`src/rtl/psl_command_responder_if.sv`:
```
// PSL command/response tag channel between the AFU command path and the responder.
// Valid-only handshake: command_valid and response_valid each mark a one-cycle transfer; there is no ready and the receiver must take every beat.
interface psl_command_responder_if;
    logic       command_valid;
    logic [7:0] command_tag;
    logic       response_valid;
    logic [7:0] response_tag;
    logic [7:0] response_code;
    logic       response_credits;

    modport master (
        output command_valid, command_tag,
        input  response_valid, response_tag, response_code, response_credits
    );

    modport slave (
        input  command_valid, command_tag,
        output response_valid, response_tag, response_code, response_credits
    );
endinterface

```
`src/rtl/psl_command_responder.sv`:
```
// Stand-in PSL responder: returns each accepted tag after a fixed latency, in order,
// and flags duplicate outstanding tags and pending-queue overflow.
module psl_command_responder #(
    parameter int LATENCY = 4,
    parameter int DEPTH   = 64
) (
    input  logic                   clock,
    input  logic                   rstn,
    input  logic                   enabled,
    psl_command_responder_if.slave cmd,
    output logic [8:0]             credits_available,
    output logic                   tag_error,
    output logic                   overflow_error,
    output logic                   dbg_state
);

    typedef enum logic {ST_FLUSH = 1'b0, ST_RUN = 1'b1} state_t;

    typedef struct packed {
        logic [7:0]  tag;
        logic [15:0] stamp;
    } entry_t;

    localparam int AW = (DEPTH > 1) ? $clog2(DEPTH) : 1;

    state_t         state_q, state_d;
    logic [15:0]    now_q, now_d;
    logic [AW-1:0]  wr_ptr_q, wr_ptr_d, rd_ptr_q, rd_ptr_d;
    logic [AW:0]    count_q, count_d;
    logic [255:0]   outstanding_q, outstanding_d;
    logic           resp_valid_q, resp_valid_d;
    logic [7:0]     resp_tag_q, resp_tag_d;
    logic [8:0]     credits_q, credits_d;
    logic           tag_err_q, tag_err_d;
    logic           ovf_err_q, ovf_err_d;
    entry_t         fifo_q [DEPTH];

    entry_t         head;
    logic [15:0]    age;
    logic           full, issue, dup, push;
    logic [255:0]   clear_vec, set_vec;

    // A tag being returned this cycle no longer counts as outstanding, so it may be reissued at once.
    always_comb begin
        head      = fifo_q[rd_ptr_q];
        age       = now_q - head.stamp;
        full      = (count_q == (AW+1)'(DEPTH));
        issue     = enabled && (count_q != '0) && (age >= 16'(LATENCY - 1));
        clear_vec = '0;
        if (issue) clear_vec[head.tag] = 1'b1;
        dup       = outstanding_q[cmd.command_tag] & ~clear_vec[cmd.command_tag];
        push      = enabled & cmd.command_valid & ~full & ~dup;
        set_vec   = '0;
        if (push) set_vec[cmd.command_tag] = 1'b1;
    end

    always_comb begin
        state_d       = state_q;
        now_d         = now_q;
        wr_ptr_d      = wr_ptr_q;
        rd_ptr_d      = rd_ptr_q;
        count_d       = count_q;
        outstanding_d = outstanding_q;
        resp_valid_d  = 1'b0;
        resp_tag_d    = 8'h00;
        credits_d     = credits_q;
        tag_err_d     = tag_err_q;
        ovf_err_d     = ovf_err_q;

        case (state_q)
            ST_FLUSH: if (enabled)  state_d = ST_RUN;
            ST_RUN:   if (!enabled) state_d = ST_FLUSH;
            default:                state_d = ST_FLUSH;
        endcase

        if (!enabled) begin
            now_d         = 16'h0000;
            wr_ptr_d      = '0;
            rd_ptr_d      = '0;
            count_d       = '0;
            outstanding_d = '0;
            credits_d     = 9'(DEPTH);
            tag_err_d     = 1'b0;
            ovf_err_d     = 1'b0;
        end else begin
            now_d = now_q + 16'd1;
            if (push)  wr_ptr_d = wr_ptr_q + AW'(1);
            if (issue) rd_ptr_d = rd_ptr_q + AW'(1);
            case ({push, issue})
                2'b10:   count_d = count_q + (AW+1)'(1);
                2'b01:   count_d = count_q - (AW+1)'(1);
                default: count_d = count_q;
            endcase
            outstanding_d = (outstanding_q & ~clear_vec) | set_vec;
            resp_valid_d  = issue;
            resp_tag_d    = issue ? head.tag : 8'h00;
            credits_d     = 9'(DEPTH) - 9'(count_d);
            tag_err_d     = tag_err_q | (cmd.command_valid & dup);
            ovf_err_d     = ovf_err_q | (cmd.command_valid & full);
        end
    end

    always_ff @(posedge clock or negedge rstn) begin
        if (!rstn) begin
            state_q       <= ST_FLUSH;
            now_q         <= 16'h0000;
            wr_ptr_q      <= '0;
            rd_ptr_q      <= '0;
            count_q       <= '0;
            outstanding_q <= '0;
            resp_valid_q  <= 1'b0;
            resp_tag_q    <= 8'h00;
            credits_q     <= 9'(DEPTH);
            tag_err_q     <= 1'b0;
            ovf_err_q     <= 1'b0;
        end else begin
            state_q       <= state_d;
            now_q         <= now_d;
            wr_ptr_q      <= wr_ptr_d;
            rd_ptr_q      <= rd_ptr_d;
            count_q       <= count_d;
            outstanding_q <= outstanding_d;
            resp_valid_q  <= resp_valid_d;
            resp_tag_q    <= resp_tag_d;
            credits_q     <= credits_d;
            tag_err_q     <= tag_err_d;
            ovf_err_q     <= ovf_err_d;
        end
    end

    // Queue storage needs no reset: entries are only read while count_q is non-zero.
    always_ff @(posedge clock) begin
        if (push) fifo_q[wr_ptr_q] <= '{tag: cmd.command_tag, stamp: now_q};
    end

    assign cmd.response_valid   = resp_valid_q;
    assign cmd.response_tag     = resp_tag_q;
    assign cmd.response_code    = 8'h00;
    assign cmd.response_credits = resp_valid_q;
    assign credits_available    = credits_q;
    assign tag_error            = tag_err_q;
    assign overflow_error       = ovf_err_q;
    assign dbg_state            = (state_q == ST_RUN);

endmodule

```
`src/flat_wrapper.sv`:
```
// flat-port wrapper written by rule: the top's interface ports become plain ports
module psl_command_responder_flat 
#(
    parameter int LATENCY = 4,
    parameter int DEPTH   = 64
)
  (clock, rstn, enabled, credits_available, tag_error, overflow_error, dbg_state, cmd_command_valid, cmd_command_tag, cmd_response_valid, cmd_response_tag, cmd_response_code, cmd_response_credits);
  psl_command_responder_if cmd_i ();
  input  logic clock;
  input  logic rstn;
  input  logic enabled;
  output logic [8:0] credits_available;
  output logic tag_error;
  output logic overflow_error;
  output logic dbg_state;
  input wire logic [$bits(cmd_i.command_valid)-1:0] cmd_command_valid;
  input wire logic [$bits(cmd_i.command_tag)-1:0] cmd_command_tag;
  output wire logic [$bits(cmd_i.response_valid)-1:0] cmd_response_valid;
  output wire logic [$bits(cmd_i.response_tag)-1:0] cmd_response_tag;
  output wire logic [$bits(cmd_i.response_code)-1:0] cmd_response_code;
  output wire logic [$bits(cmd_i.response_credits)-1:0] cmd_response_credits;
  assign cmd_i.command_valid = cmd_command_valid;
  assign cmd_i.command_tag = cmd_command_tag;
  assign cmd_response_valid = cmd_i.response_valid;
  assign cmd_response_tag = cmd_i.response_tag;
  assign cmd_response_code = cmd_i.response_code;
  assign cmd_response_credits = cmd_i.response_credits;
  psl_command_responder #(.LATENCY(LATENCY), .DEPTH(DEPTH)) u_core (.clock(clock), .rstn(rstn), .enabled(enabled), .cmd(cmd_i), .credits_available(credits_available), .tag_error(tag_error), .overflow_error(overflow_error), .dbg_state(dbg_state));
endmodule
```
`config.mk`:
```
export PLATFORM = sky130hd
export DESIGN_NAME = psl_command_responder_flat
export DESIGN_NICKNAME = d
export VERILOG_FILES = /design/src/rtl/psl_command_responder_if.sv /design/src/rtl/psl_command_responder.sv /design/src/flat_wrapper.sv
export SDC_FILE = /design/constraint.sdc
export NUM_CORES = 2
export LEC_CHECK = 0
export BUFFER_PORTS_ARGS = -buffer_cell sky130_fd_sc_hd__buf_2
export CAP_MARGIN = 20
export CORE_AREA = 2 2 373 375
export DETAILED_ROUTE_END_ITERATION = 12
export DIE_AREA = 0 0 375 377
export PLACE_DENSITY = 0.77
export SYNTH_ARGS = -nofsm -noshare
export SYNTH_HDL_FRONTEND = slang
export SYNTH_SLANG_ARGS = --single-unit
```
`constraint.sdc`:
```
create_clock -name clock -period 10.1 [get_ports clock]
set_clock_uncertainty 0.2 [all_clocks]
set_input_delay 0 -clock clock [delete_from_list [all_inputs] [get_ports clock]]
set_output_delay 0 -clock clock [all_outputs]
set_load 0.02 [all_outputs]
```
# After elaboration in Yosys (flattened, before gate mapping)
# Memory sizes are Yosys's and may differ from the RTL's.
# Index checks and enable logic that the tools add are counted.
# totals
register_bits,312
ram_bits,1536
inputBits,12
output_inout_bits,30
elab_cells,76
memories,1
# memory_table
name,depth,word_bits,rd,rd_clocked_by_memory_dff,wr,line_no,text
u_core.fifo_q,64,24,1,0,1,psl_command_responder.sv:36,entry_t fifo_q [DEPTH];
# classes
addsub,7
order_cmp,5
eq_ne,5
mux,28
bitwise_logic,14
n_reduce_logical,5
# ops
operator,n
256-bit two-way mux,3
256-bit AND,1
256-bit inverter,1
256-bit OR,1
6-bit two-way mux,4
8-bit by 9-bit less-than comparator with 1-bit output (second input constant),2
16-bit by 1-bit adder with 16-bit output (second input constant),1
1-bit binary-select mux with 8-bit select,2
1-bit demux with 8-bit select,2
16-bit by 2-bit greater-or-equal comparator with 1-bit output (second input constant),1
8-bit by 1-bit greater-or-equal comparator with 1-bit output (second input constant),2
16-bit two-way mux,1
8-bit two-way mux,2
16-bit subtractor,1
7-bit two-way mux,2
7-bit case mux with 2 select lines,1
6-bit by 1-bit adder with 6-bit output (second input constant),2
1-bit two-way mux,10
9-bit two-way mux,1
7-bit by 7-bit subtractor with 8-bit output (first input constant),1
7-bit by 1-bit adder with 7-bit output (second input constant),1
7-bit equality test (second input constant),1
7-bit nonzero test,1
7-bit by 1-bit subtractor with 7-bit output (second input constant),1
7 further kinds,19

# Logic depth before layout (Yosys ltp)
# An unclocked memory read counts as a cell.
# logic_depth
ltp_word,17
mapped_depth,44
mapped_depth_nobuf,30

# Worst setup path after synthesis
# OpenSTA, ideal clock, no wires.
# synth_path
kind,flip-flop to flip-flop
start,reg u_core.rd_ptr_q[0]
end,reg u_core.credits_q[6] (netlist: u_core.credits_available[6])
setup_ns,0.089
arrival_ns,9.356
t_required_ns,9.811
setup_slack_ns,0.455
stages_incl_launch_ff,43
path_buffers,13
synth_period_minus_slack_ns,9.645
cell_sequence,dfrtp_1 > buf_6 > buf_8 > buf_8 > buf_6 > buf_8 > buf_6 > buf_2 > buf_1 > buf_1 > mux4_2 > mux4_2 > mux4_2 > ha_1 > fa_1 > o22ai_1 > a221oi_1 > nand4_1 > [... 7 more ...] > buf_6 > buf_8 > buf_6 > ha_1 > clkbuf_1 > xor2_1 > ha_1 > and3_1 > o21ai_0 > o21ai_0 > xnor2_1 > nor2_1 > xnor2_1 > nand2_1 > nor2_1 > nand3_1 > xnor2_1 > nand2_1
# synth_via
elab_chain_cells,17
elab_cells_between_ends,22
cone_classes,add/sub: 2; order compare: 3; eq/ne: 2; mux: 8; bitwise: 4; reduce/logical: 2; memory: 1
# synth_lines
item,line_no,text
start: declaration,psl_command_responder.sv:28,"logic [AW-1:0] wr_ptr_q, wr_ptr_d, rd_ptr_q, rd_ptr_d;"
start signal: assignment,psl_command_responder.sv:120,rd_ptr_q <= rd_ptr_d;
memory 64 x 24 bit *,-,
"parallel branches: the longest is 12 deep, another holds 16-bit subtractor",-,
7-bit case mux with 2 select lines *,psl_command_responder.sv:89,"case ({push, issue})"
7-bit two-way mux *,psl_command_responder.sv:76,if (!enabled) begin
7-bit by 7-bit subtractor with 8-bit output *,psl_command_responder.sv:97,credits_d = 9'(DEPTH) - 9'(count_d);
9-bit two-way mux *,psl_command_responder.sv:76,
named net u_core.credits_d[6],psl_command_responder.sv:33,"logic [8:0] credits_q, credits_d;"
end signal: assignment,psl_command_responder.sv:113,credits_q <= 9'(DEPTH);
end signal: assignment,psl_command_responder.sv:125,credits_q <= credits_d;
end: declaration,psl_command_responder.sv:33,
# Mark *: on every way through the listed nets, which the timed path passes. The select of a mux whose other input is x is not followed.
# A chain may end at the register's enable or synchronous reset.

# Worst setup path in the final report
# Same ends and word-level chain as after synthesis.

==> impl_metrics.toml <==
[job]
drv_cap = 0

[synthesis]
synth-xor-area-share_pct = 0.4835
synth.area.mux_share_pct = 15.77
synthCells = 4152
yosys.area_share.simple_pct = 3.509
ys_types = 99
ys_seq_area_share_pct = 69.17
synth_top_cell_area_share_pct = 59.21
synth_edf_count = 1536
synth-adder-area-share_pct = 0.3951
synthesis.area_um2 = 77900
synth_area_per_cell_um2 = 18.76
ys_warn_count = 0
synth_compound_area_share_pct = 7.787
synth_area_leaders = "edfxtp_1 59%, mux4_2 14%, dfrtp_1 9.9%"
synth_top_family_by_area = "multiplexers"
synthArstFlopShare_pct = 16.79
synth_largest_area_cell = "edfxtp_1"
synthFlopType = "edfxtp_1"
ys_ff_latch = 1846

[setup_path]
r2r_cells = 27
cp_common_cell = "xnor2_1"
crit_type = "reg2reg"
crit_required_ns = 10.65
timing.rr.end = "u_core.credits_available[6]$_DFF_PN1_"
start_kind = "flop"
cp_slowest_stage_delay_ns = 1.09
crit_buf_inv = 2
crit_family = "simple AND/OR/NAND/NOR gates"
reg2reg_setup_slack_ns = 0.84
cp_data_arrival_time_ns = 9.81
critPathMaxFanout = 47
worstSetupEndpoint = "u_core.credits_available[6]$_DFF_PN1_"
r2r_start = "u_core.rd_ptr_q[0]$_DFFE_PN0P_"
slowest_stage = "dfrtp_4"
worstSetupPathDepth = 27
startpoint = "u_core.rd_ptr_q[0]$_DFFE_PN0P_"
end_kind = "flop"

[power]
seqPwrFrac_pct = 43.7
power_frac_clock_pct = 35.6
p_switching_mw = 5.458
p_leak_nw = 28.54
p_int_mw = 13.74
p_per_area_nw_per_um2 = 221.4
combPwrFrac_pct = 20.7
p_sw_share_pct = 28.43
vdd_ir_drop_max_mv = 0.2123

[sta]
setup_viol = 0
fin_crit_ns = 9.257
min_period_over_period_pct = 91.65
drv_slew = 0
max_slew.worst_pin.slew_ns = 1.175
max-slew-margin-rel_pct = 19.66
hold_violations = 0
rsz0062_at_grt = "false"
fmax_mhz = 108.0
tns_ns = 0

[placement]
place.gp.congestion = 0.9294
dpl.cell_count = 5839
dp_hpwl_um = 125000
portBuffers = 33

[die]
die_w_um = 375
pin_count = 42
die_h_um = 377
num_rows = 136
core_um2 = 137000
start_util_pct = 56.87
die-area_um2 = 141400

[cts]
cts_hold_buf = 15
cts_tree = "done"
clock_path_buffers = 3
post_cts_buffers = 0
clock-root-buffer = "clkbuf_16"
cts_made_buffers = 177
htreeDepth = 4
clk_pin_slew_worst_paths_ns = 0.06
clkLatencyLatePin_ns = 0.84
cts_sinks = 1846
cts.repair.resized = 0

[finish]
area_growth_pct = 11.30
drive_gt1_share_pct = 29.52
finalNonFillerCells = 6188
num-nets-final = 4280

[global_routing]
grt_max_degree = 182
grt_antenna_before_repair = 4
grt_usage_pct = 31.17
grt_pass1_wl_um = 315200
grt_pass1_vias = 44050
grt_overflow_total = 0

[drt]
ant_nets = 0
wl_um = 218400
wl_per_cell_um = 35.29
vias_per_cell = 7.142
drc = 0
drtIter0Drc = 7051
drt_pass1_iterations = 8
dr_total_vias = 44200

[hold_path]
min_path_type = "in2reg"

[status]
status = "finished, final reports clean"
-- cell usage in the layout, fill, tap and decap left out, types with 18 or more instances in the layout --
master     synthesis  final
edfxtp_1        1536   1536
mux4_2           501    501
dfrtp_1          309    289
o211ai_1         245    245
buf_4             26    179
clkbuf_16          0    177
nand2_1          151    150
o31ai_2          150    150
nor2_1           106    105
mux2i_1           90     90
o21ai_0           53     53
nand3_1           43     43
clkbuf_1         141     43
inv_1             43     42
o31ai_1           40     40
nor3_2            29     38
a21oi_1           36     36
clkinv_2           0     31
clkinv_1           2     28
o22ai_1           28     28
nor3_1            65     28
o21ai_1           28     28
nor3_4             0     28
buf_2             52     27
ha_1              23     23
xnor2_1           22     22
xor2_1            21     21
bufinv_16          0     20
nand4_1           19     19
or3_1             18     18
-- area by class of cell --
cell class / instances / area (µm²)
tap: 1794 / 2245
sequential: 1846 / 53920
timing repair buffer: 248 / 2115
multi-input combinational: 1923 / 22200
fill: 8990 / 50280
inverter: 48 / 185.2
clock buffer: 230 / 4728
antenna: 1 / 2.502
clock inverter: 98 / 1315
-- per-stage QoR --
stage / setup slack, ns / hold slack [ns] / power [mW] / utilization [%] / area, µm²
after floorplan: 0.4551 / -0.4956 / 11.20 / - / 77930
after global placement: 0.9753 / -0.1278 / 12.37 / 58.58 / 80250
after detailed placement: 0.9529 / -0.1296 / 12.41 / 58.70 / 80410
after CTS: 0.9485 / 0.02577 / 19.19 / 63.24 / 86630
after global routing: 0.2280 / 0.06840 / 19.69 / 63.29 / 86700
final: 0.8429 / 0.07926 / 19.20 / 63.29 / 86700
-- synth_stat cells, types with 29 or more instances --
| master | number |
|---|---|
| buf_6 | 29 |
| buf_1 | 38 |
| dlygate4sd1_1 | 37 |
| buf_2 | 52 |
| o211ai_1 | 245 |
| nor3_2 | 29 |
| o31ai_2 | 150 |
| mux2i_1 | 90 |
| nor3_1 | 65 |
| o31ai_1 | 40 |
| inv_1 | 43 |
| clkbuf_1 | 141 |
| mux4_2 | 501 |
| a21oi_1 | 36 |
| nand3_1 | 43 |
| edfxtp_1 | 1536 |
| o21ai_0 | 53 |
| dfrtp_1 | 309 |
| nand2_1 | 151 |
| nor2_1 | 106 |
-- sequential cells by signal, summed over array words and instances, names as in the netlist --
name and flops:
u_core.cmd.response_credits 1, u_core.cmd.response_tag 8, u_core.count_q 7, u_core.credits_available 7, u_core.dbg_state 1, u_core.fifo_q 1536, u_core.now_q 16, u_core.outstanding_q 256
u_core.overflow_error 1, u_core.rd_ptr_q 6, u_core.tag_error 1, u_core.wr_ptr_q 6
-- per-layer routing --
metal | global-route usage (%) | vias up | routed length [µm] | part of all wire [%]
met4 | 16.60 | 4 | 13480 | 6.2
met5 | 0 | - | 26 | 0.012
met2 | 48.69 | 3356 | 103600 | 47
met1 | 41.37 | 22870 | 76290 | 35
li1 | - | 17320 | - | -
met3 | 7.070 | 643 | 24910 | 11
-- kinds of logic after synthesis --
family,count (synthesis)
flip-flops,1846
adder cells (fa/ha/maj),24
XOR/XNOR,43
AND/OR/NAND/NOR,532
AO/OA/AOI/OAI,716
buffers and inverters,390
other,1
multiplexers,600
-- power groups by stage --
| stage | sequential [mW] | combinational [mW] | clock [mW] |
|---|---|---|---|
| finish | 8.40 | 3.96 | 6.84 |
| global route | 8.40 | 4.13 | 7.17 |
| CTS | 8.39 | 3.92 | 6.88 |
| detailed placement | 8.55 | 3.86 | 0 |
| global placement | 8.55 | 3.82 | 0 |
| floorplan | 8.47 | 2.74 | 0 |
-- worst register-to-register path, stage by stage, from the launching register on --
cell	delay, ns
dfrtp_4	1.09
buf_12	0.51
or3b_1	0.63
buf_4	0.37
o22ai_1	0.23
a2111oi_0	1.07
a22oi_1	0.58
nand3_2	0.50
xnor2_1	0.24
nor3_1	0.10
nor4_1	0.40
o211ai_2	0.26
a21oi_2	0.22
or2_4	0.38
ha_1	0.46
xor2_1	0.12
ha_1	0.22
and3_1	0.18
o21ai_0	0.12
o21ai_0	0.17
xnor2_1	0.17
nor2_1	0.07
xnor2_1	0.32
nand2_1	0.10
nor2_1	0.14
nand3_1	0.11
xnor2_1	0.16
nand2_1	0.07
-- how the worst min path moves through the flow --
| stage | depth (start not counted) | startpoint | endpoint | slack (ns) |
|---|---|---|---|---|
| after CTS | 2 | cmd_command_tag[0] | u_core.fifo_q[0][16]$_DFFE_PP_ | 0.03 |
| after global placement | 1 | rstn | u_core.cmd.response_tag[4]$_DFF_PN0_ | -0.13 |
| after global routing | 2 | cmd_command_tag[0] | u_core.fifo_q[0][16]$_DFFE_PP_ | 0.07 |
| after detailed placement | 1 | rstn | u_core.cmd.response_tag[6]$_DFF_PN0_ | -0.13 |
| final | 2 | cmd_command_tag[0] | u_core.fifo_q[5][16]$_DFFE_PP_ | 0.08 |
| after floorplan | 0 | rstn | u_core.cmd.response_credits$_DFF_PN0_ | -0.50 |
Power figures use the tool's default switching activity.
